<file path="src/rtl/uart_pkg.sv">
// Shared UART definitions: parity-mode codes and the frame FSM state encoding,
// kept here so a future receiver can reuse them.
package uart_pkg;

  localparam int PAR_NONE = 0;
  localparam int PAR_ODD  = 1;
  localparam int PAR_EVEN = 2;

  typedef enum logic [2:0] {
    ST_IDLE  = 3'd0,
    ST_START = 3'd1,
    ST_DATA  = 3'd2,
    ST_PAR   = 3'd3,
    ST_STOP  = 3'd4
  } uart_state_e;

endpackage

</file>
<file path="src/rtl/uart_tx_cfg_if.sv">
// Byte-write handshake and serial outputs of the UART transmitter.
interface uart_tx_cfg_if;

  logic [8:0] din;
  logic       wen;
  logic       ready;
  logic       tx_out;
  logic       tx_done;

  modport master (output din, output wen, input ready, input tx_out, input tx_done);
  modport slave  (input din, input wen, output ready, output tx_out, output tx_done);

endinterface

</file>
<file path="src/rtl/baud_tick_gen.sv">
// Bit-period timer: counts 0..CLKS_PER_BIT-1 and emits a one-cycle tick on the
// last count. restart holds the count at zero so the next period starts aligned.
module baud_tick_gen #(
  parameter int CLKS_PER_BIT = 434
) (
  input  logic clk,
  input  logic rst,
  input  logic restart,
  output logic tick
);

  localparam int CNT_W = (CLKS_PER_BIT > 1) ? $clog2(CLKS_PER_BIT) : 1;
  localparam logic [CNT_W-1:0] CNT_LAST = CNT_W'(CLKS_PER_BIT - 1);

  logic [CNT_W-1:0] cnt_q, cnt_d;

  always_comb begin
    cnt_d = cnt_q;
    if (restart || (cnt_q == CNT_LAST)) begin
      cnt_d = '0;
    end else begin
      cnt_d = cnt_q + 1'b1;
    end
  end

  always_ff @(posedge clk) begin
    if (rst) begin
      cnt_q <= '0;
    end else begin
      cnt_q <= cnt_d;
    end
  end

  assign tick = (cnt_q == CNT_LAST) && !restart;

endmodule

</file>
<file path="src/rtl/uart_tx_cfg.sv">
// Configurable UART transmitter: start bit, DATA_BITS data LSB first, optional
// parity, STOP_BITS stop bits, with a ready/wen byte handshake.
module uart_tx_cfg
  import uart_pkg::*;
#(
  parameter int CLKS_PER_BIT = 434,
  parameter int DATA_BITS    = 8,
  parameter int PARITY       = 0,
  parameter int STOP_BITS    = 1
) (
  input  logic          clk,
  input  logic          rst,
  uart_tx_cfg_if.slave  bus
);

  localparam int                 IDX_W     = $clog2(DATA_BITS);
  localparam logic [IDX_W-1:0]   IDX_LAST  = IDX_W'(DATA_BITS - 1);
  localparam logic               STOP_LAST = (STOP_BITS == 2);

  uart_state_e          state_q, state_d;
  logic [IDX_W-1:0]     bit_idx_q, bit_idx_d;
  logic                 stop_idx_q, stop_idx_d;
  logic                 tx_out_q, tx_out_d;
  logic                 ready_q, ready_d;
  logic                 tx_done_q, tx_done_d;
  logic [DATA_BITS-1:0] shreg_q, shreg_d;
  logic                 par_q, par_d;
  logic                 tick;
  logic                 restart;
  logic                 accept;
  logic                 unused_din;

  function automatic logic parity_bit(input logic [DATA_BITS-1:0] d);
    return (^d) ^ (PARITY == PAR_ODD);
  endfunction

  // Timer sits at zero while idle, so the accept edge starts a clean start bit.
  assign restart    = (state_q == ST_IDLE);
  assign accept     = ready_q && bus.wen;
  assign unused_din = ^bus.din;

  baud_tick_gen #(
    .CLKS_PER_BIT(CLKS_PER_BIT)
  ) u_tick (
    .clk     (clk),
    .rst     (rst),
    .restart (restart),
    .tick    (tick)
  );

  always_comb begin
    state_d    = state_q;
    bit_idx_d  = bit_idx_q;
    stop_idx_d = stop_idx_q;
    tx_out_d   = tx_out_q;
    ready_d    = ready_q;
    tx_done_d  = 1'b0;
    shreg_d    = shreg_q;
    par_d      = par_q;

    case (state_q)
      ST_IDLE: begin
        tx_out_d = 1'b1;
        if (accept) begin
          shreg_d    = bus.din[DATA_BITS-1:0];
          par_d      = parity_bit(bus.din[DATA_BITS-1:0]);
          ready_d    = 1'b0;
          tx_out_d   = 1'b0;
          bit_idx_d  = '0;
          stop_idx_d = 1'b0;
          state_d    = ST_START;
        end
      end
      ST_START: begin
        if (tick) begin
          tx_out_d  = shreg_q[0];
          shreg_d   = shreg_q >> 1;
          bit_idx_d = '0;
          state_d   = ST_DATA;
        end
      end
      ST_DATA: begin
        if (tick) begin
          if (bit_idx_q == IDX_LAST) begin
            if (PARITY != PAR_NONE) begin
              tx_out_d = par_q;
              state_d  = ST_PAR;
            end else begin
              tx_out_d   = 1'b1;
              stop_idx_d = 1'b0;
              state_d    = ST_STOP;
            end
          end else begin
            bit_idx_d = bit_idx_q + 1'b1;
            tx_out_d  = shreg_q[0];
            shreg_d   = shreg_q >> 1;
          end
        end
      end
      ST_PAR: begin
        if (tick) begin
          tx_out_d   = 1'b1;
          stop_idx_d = 1'b0;
          state_d    = ST_STOP;
        end
      end
      ST_STOP: begin
        if (tick) begin
          if (stop_idx_q == STOP_LAST) begin
            ready_d    = 1'b1;
            tx_done_d  = 1'b1;
            bit_idx_d  = '0;
            stop_idx_d = 1'b0;
            state_d    = ST_IDLE;
          end else begin
            stop_idx_d = 1'b1;
          end
        end
      end
      default: begin
        tx_out_d = 1'b1;
        ready_d  = 1'b1;
        state_d  = ST_IDLE;
      end
    endcase
  end

  always_ff @(posedge clk) begin
    if (rst) begin
      state_q    <= ST_IDLE;
      bit_idx_q  <= '0;
      stop_idx_q <= 1'b0;
      tx_out_q   <= 1'b1;
      ready_q    <= 1'b1;
      tx_done_q  <= 1'b0;
    end else begin
      state_q    <= state_d;
      bit_idx_q  <= bit_idx_d;
      stop_idx_q <= stop_idx_d;
      tx_out_q   <= tx_out_d;
      ready_q    <= ready_d;
      tx_done_q  <= tx_done_d;
    end
  end

  // Latched byte and parity carry no reset; they are reloaded on every accept.
  always_ff @(posedge clk) begin
    shreg_q <= shreg_d;
    par_q   <= par_d;
  end

  assign bus.ready   = ready_q;
  assign bus.tx_out  = tx_out_q;
  assign bus.tx_done = tx_done_q;

endmodule

</file>
<file path="src/flat_wrapper.sv">
// flat-port wrapper written by rule: the top's interface ports become plain ports
module uart_tx_cfg_flat import uart_pkg::*;
#(
  parameter int CLKS_PER_BIT = 434,
  parameter int DATA_BITS    = 8,
  parameter int PARITY       = 0,
  parameter int STOP_BITS    = 1
)
  (clk, rst, bus_din, bus_wen, bus_ready, bus_tx_out, bus_tx_done);
  uart_tx_cfg_if bus_i ();
  input  logic clk;
  input  logic rst;
  input wire logic [$bits(bus_i.din)-1:0] bus_din;
  input wire logic [$bits(bus_i.wen)-1:0] bus_wen;
  output wire logic [$bits(bus_i.ready)-1:0] bus_ready;
  output wire logic [$bits(bus_i.tx_out)-1:0] bus_tx_out;
  output wire logic [$bits(bus_i.tx_done)-1:0] bus_tx_done;
  assign bus_i.din = bus_din;
  assign bus_i.wen = bus_wen;
  assign bus_ready = bus_i.ready;
  assign bus_tx_out = bus_i.tx_out;
  assign bus_tx_done = bus_i.tx_done;
  uart_tx_cfg #(.CLKS_PER_BIT(CLKS_PER_BIT), .DATA_BITS(DATA_BITS), .PARITY(PARITY), .STOP_BITS(STOP_BITS)) u_core (.clk(clk), .rst(rst), .bus(bus_i));
endmodule
</file>
<file path="config.mk">
export PLATFORM = sky130hd
export DESIGN_NAME = uart_tx_cfg_flat
export DESIGN_NICKNAME = d
export VERILOG_FILES = /design/src/rtl/uart_pkg.sv /design/src/rtl/uart_tx_cfg_if.sv /design/src/rtl/baud_tick_gen.sv /design/src/rtl/uart_tx_cfg.sv /design/src/flat_wrapper.sv
export SDC_FILE = /design/constraint.sdc
export NUM_CORES = 1
export LEC_CHECK = 0
export BUFFER_PORTS_ARGS = -buffer_cell sky130_fd_sc_hd__buf_2
export CORE_ASPECT_RATIO = 1.4
export CORE_UTILIZATION = 51
export DETAILED_ROUTE_END_ITERATION = 10
export MAX_ROUTING_LAYER = met4
export PLACE_DENSITY = 0.82
export SETUP_SLACK_MARGIN = 0.2
export SYNTH_ARGS = -nofsm -noshare
export SYNTH_HDL_FRONTEND = slang
export SYNTH_SLANG_ARGS = --single-unit
</file>
<file path="constraint.sdc">
create_clock -name clk -period 2.1 [get_ports clk]
set_input_delay 0.42 -clock clk [delete_from_list [all_inputs] [get_ports clk]]
set_output_delay 0.42 -clock clk [all_outputs]
set_load 0.02 [all_outputs]
</file>
==> impl_metrics.csv <==
group,metric,value,unit
setup_path,critPathKind,"reg2reg",
logic_synthesis,synthFlopType,"dfxtp_1",
floorplanning,start_util,54.0,%
setup_path,crit_buf_inv,2,
sta,setup_ws,0.270,ns
floorplanning,num_io_pins,15,
floorplanning,rows,21,
routing,route.detailed.drc,0,
routing,first_iter_violations,37,
placed_design,place_hpwl,1.64,mm
pwr,max-vdd-ir-drop,0.429,mV
logic_synthesis,netlist_area,0.00129,sq mm
logic_synthesis,ys_async_sr_fraction,0,%
placed_design,gp_congestion,0.908,
global_route,grt_overflow,0,
setup_path,cp_slowest_cell,"dfxtp_1",
routing,firstDrtPassIters,4,
placed_design,placed_area,0.00137,sq mm
min_path,hold_path_end,"u_core.bus.ready$_SDFFE_PP1P_",
logic_synthesis,syn_nets,141,
global_route,grt_usage,18.4,%
clocking,postCtsSetupRepairBufs,0,
clocking,h-tree-depth,1,
placed_design,portBuffers,13,
sta,slew_headroom,66.6,%
setup_path,worstPathRequired,2.15,ns
clocking,cts_tree,"built",
run_status,status,"complete, no violations",
sta,hold_viol,0,
routing,routed_wl,2.16,mm
min_path,worstHoldPathCells,3,
logic_synthesis,ys_types,38,
pwr,switchingPower,0.197,mW
cells_and_area,num_antenna_cells,0,
clocking,cts_buffer_depth,2,
routing,post_drt_wl_per_cell,12.5,um
sta,slew_viol_final,0,
sta,finalSetupViolations,0,
setup_path,r2r_setup_slack,0.27,ns
min_path,hold_start,"bus_wen",
sta,fmax,0.546,GHz
clocking,clkSlewWorstSetupHoldPaths,0.13,ns
logic_synthesis,ys_seq_area_share,46.6,%
setup_path,critPathMaxStageDelay,0.35,ns
logic_synthesis,synth-seq-cells,26,
routing,ant_nets,0,
pwr,internal_power,0.664,mW
global_route,grt_start_max_net_pins,15,
setup_path,r2r_end,"u_core.shreg_q[0]$_DFFE_PP_",
setup_path,arrival,1.88,ns
global_route,grt_pass1_wl,3.64,mm
logic_synthesis,synth.area.top_cells,"dfxtp_1, edfxtp_1, mux2_2, nor2_1, ha_1",
setup_path,end_kind,"flip-flop",
pwr,p_seq_share,64.4,%
routing,viasPerCell,5.45,
logic_synthesis,synth_cells,125,
setup_path,cp_cell_sequence,"inv_1, ha_1, and4bb_4, and2_4, or2b_1, a21oi_2, buf_6",
clocking,cts_num_sinks,26,
clocking,insertion_delay,0.32,ns
floorplanning,die_y,61.5,um
global_route,grt_use_met1,19.1,%
logic_synthesis,netlist.area_leader.share,27.9,%
sta,finalSetupTns,0,ns
pwr,p_leak,0.506,nW
floorplanning,die_x,44.5,um
cells_and_area,post-route-cell-area,0.00141,sq mm
routing,vias,938,
pwr,switching_share,22.9,%
min_path,hold_class,"in2reg",
global_route,grt_pass1_vias,900,
cells_and_area,drive_gt1_share,23.9,%
pwr,power_frac_clock,24.8,%
setup_path,r2r_cells,7,
global_route,top_usage_layer,"met2",
clocking,cts_buffers,3,
setup_path,cp-start-kind,"flip-flop",
logic_synthesis,yosysTopAreaCell,"dfxtp_1",
job,drv_cap,0,
setup_path,path_delay_family,"simple AND/OR/NAND/NOR gates",
setup_path,r2r-start,"u_core.u_tick.cnt_q[1]$_SDFF_PP0_",
setup_path,crit_fanout,8,
sta,fin_crit,1.83,ns
cells_and_area,area_growth,9.02,%
placed_design,preCtsSetupSlack,0.256,ns
sta,tightest_slew,0.500,ns
cells_and_area,fin_nets,155,
global_route,antenna_found_initial,0,
logic_synthesis,syn_area_per_cell,10.3,sq um
floorplanning,core,0.00239,sq mm
global_route,gr-usage-met2,34.7,%
logic_synthesis,synth_edf_count,8,
global_route,grt_use_met3,1.76,%
pwr,power_density,612,mW/mm^2
clocking,cts-root-buf,"clkbuf_4",
sta,period_share,87.1,%
floorplanning,die_area,0.00274,sq mm
pwr,pwr-share-comb,10.8,%
logic_synthesis,ys_warn_count,0,
sta,grt_setup_unrepaired,"false",
sta,fin_worst_skew,0.00127,ns
[synthesized netlist by cell type (all sizes together), types with 3 or more instances]
| master | n |
|---|---|
| nor3 | 4 |
| ha | 4 |
| nor2 | 15 |
| mux2 | 7 |
| dfxtp | 18 |
| mux2i | 3 |
| a21boi | 3 |
| nor2b | 3 |
| xnor2 | 4 |
| nand2b | 6 |
| nand2 | 7 |
| nand3 | 4 |
| o21ai | 4 |
| buf | 3 |
| xor2 | 4 |
| edfxtp | 8 |
| a21oi | 4 |
[power by group through the flow]
stage               sequential, mW  clock [mW]  combinational, mW
finish                       0.555       0.213             0.0930
CTS                          0.555       0.221             0.0921
floorplan                    0.564           0             0.0670
detailed placement           0.566           0             0.0915
global route                 0.559       0.235              0.103
global placement             0.565           0             0.0885
[how the worst max path moves through the flow]
| stage | from | to | slack (ns) | depth (start not counted) |
|---|---|---|---|---|
| 6_report | u_core.u_tick.cnt_q[1]$_SDFF_PP0_ | u_core.shreg_q[0]$_DFFE_PP_ | 0.27 | 7 |
| 3_3_place_gp | u_core.u_tick.cnt_q[0]$_SDFF_PP0_ | u_core.shreg_q[4]$_DFFE_PP_ | 0.33 | 6 |
| 3_5_place_dp | u_core.u_tick.cnt_q[0]$_SDFF_PP0_ | u_core.shreg_q[7]$_SDFFCE_PN0P_ | 0.26 | 6 |
| 5_1_grt | u_core.u_tick.cnt_q[1]$_SDFF_PP0_ | u_core.shreg_q[7]$_SDFFCE_PN0P_ | 0.21 | 7 |
| 2_1_floorplan | u_core.u_tick.cnt_q[0]$_SDFF_PP0_ | u_core.shreg_q[0]$_DFFE_PP_ | 0.31 | 5 |
| 4_1_cts | u_core.u_tick.cnt_q[0]$_SDFF_PP0_ | u_core.shreg_q[7]$_SDFFCE_PN0P_ | 0.23 | 6 |
[metal layers]
metal  vias to the layer above  share of wire, %
met3                         5               2.6
met2                        20                56
met1                       449                39
met4                         0               2.0
met5                         -                 0
li1                        464                 -
[metrics by stage]
step | instances | hold WS, ns | util [%] | power [mW]
floorplan | 125 | 0.429 | - | 0.631
global placement | 168 | 0.442 | 57.5 | 0.653
detailed placement | 168 | 0.463 | 57.5 | 0.658
CTS | 172 | 0.378 | 58.6 | 0.867
global route | 172 | 0.387 | 58.8 | 0.897
finish | 172 | 0.384 | 58.8 | 0.861
[kinds of logic after synthesis]
family          Yosys count  synth area share (%)
compound gates           19                  10.6
xor+xnor                  8                  5.43
fa+ha+maj                 4                  3.88
buf+inv                   7                  3.30
flops                    26                  46.6
mux                      10                  8.44
simple gates             51                  21.8
[flip-flops by register name (all words and copies together), names as in the netlist]
signal,flops
u_core.u_tick.cnt_q,9
u_core.shreg_q,8
u_core.bit_idx_q,3
u_core.state_q,3
u_core.bus.ready,1
u_core.bus.tx_done,1
u_core.bus.tx_out,1
[cells in the final DEF, fill, tap and decap left out, types with 2 or more instances in the layout]
cell type,synthesis,layout
ha_1,4,4
mux2i_1,3,3
nor3_1,4,4
buf_2,1,13
nand2b_1,6,6
nor2b_1,3,3
xor2_1,4,4
a21o_1,2,2
clkbuf_4,0,3
xnor2_1,4,4
edfxtp_1,8,8
dfxtp_2,0,2
o21ai_0,4,4
mux2_2,7,7
inv_1,2,2
nand3_1,4,4
or3_1,2,2
nor2_1,15,15
a21boi_0,3,3
a21oi_2,2,3
nand2_1,7,7
dfxtp_1,18,16
o2111ai_1,2,2
[area by class of cell]
cell class,instances,area (sq um)
fill,196,985
clock buffer,4,26.3
multi-input combinational,92,651
inverter,2,7.51
tap,34,42.5
timing repair buffer,14,76.3
sequential,26,603
[worst min-delay path, stage by stage]
cell and delay [ns]:
buf_2 0.11, nand2_1 0.05, a21o_1 0.10
[timing repair]
action / in CTS / in global routing
setup endpoints to repair: 0 / 10
hold buffers: 0 / 0
resized for setup: 0 / 3
Note: power is estimated with default switching activity, not from simulation.
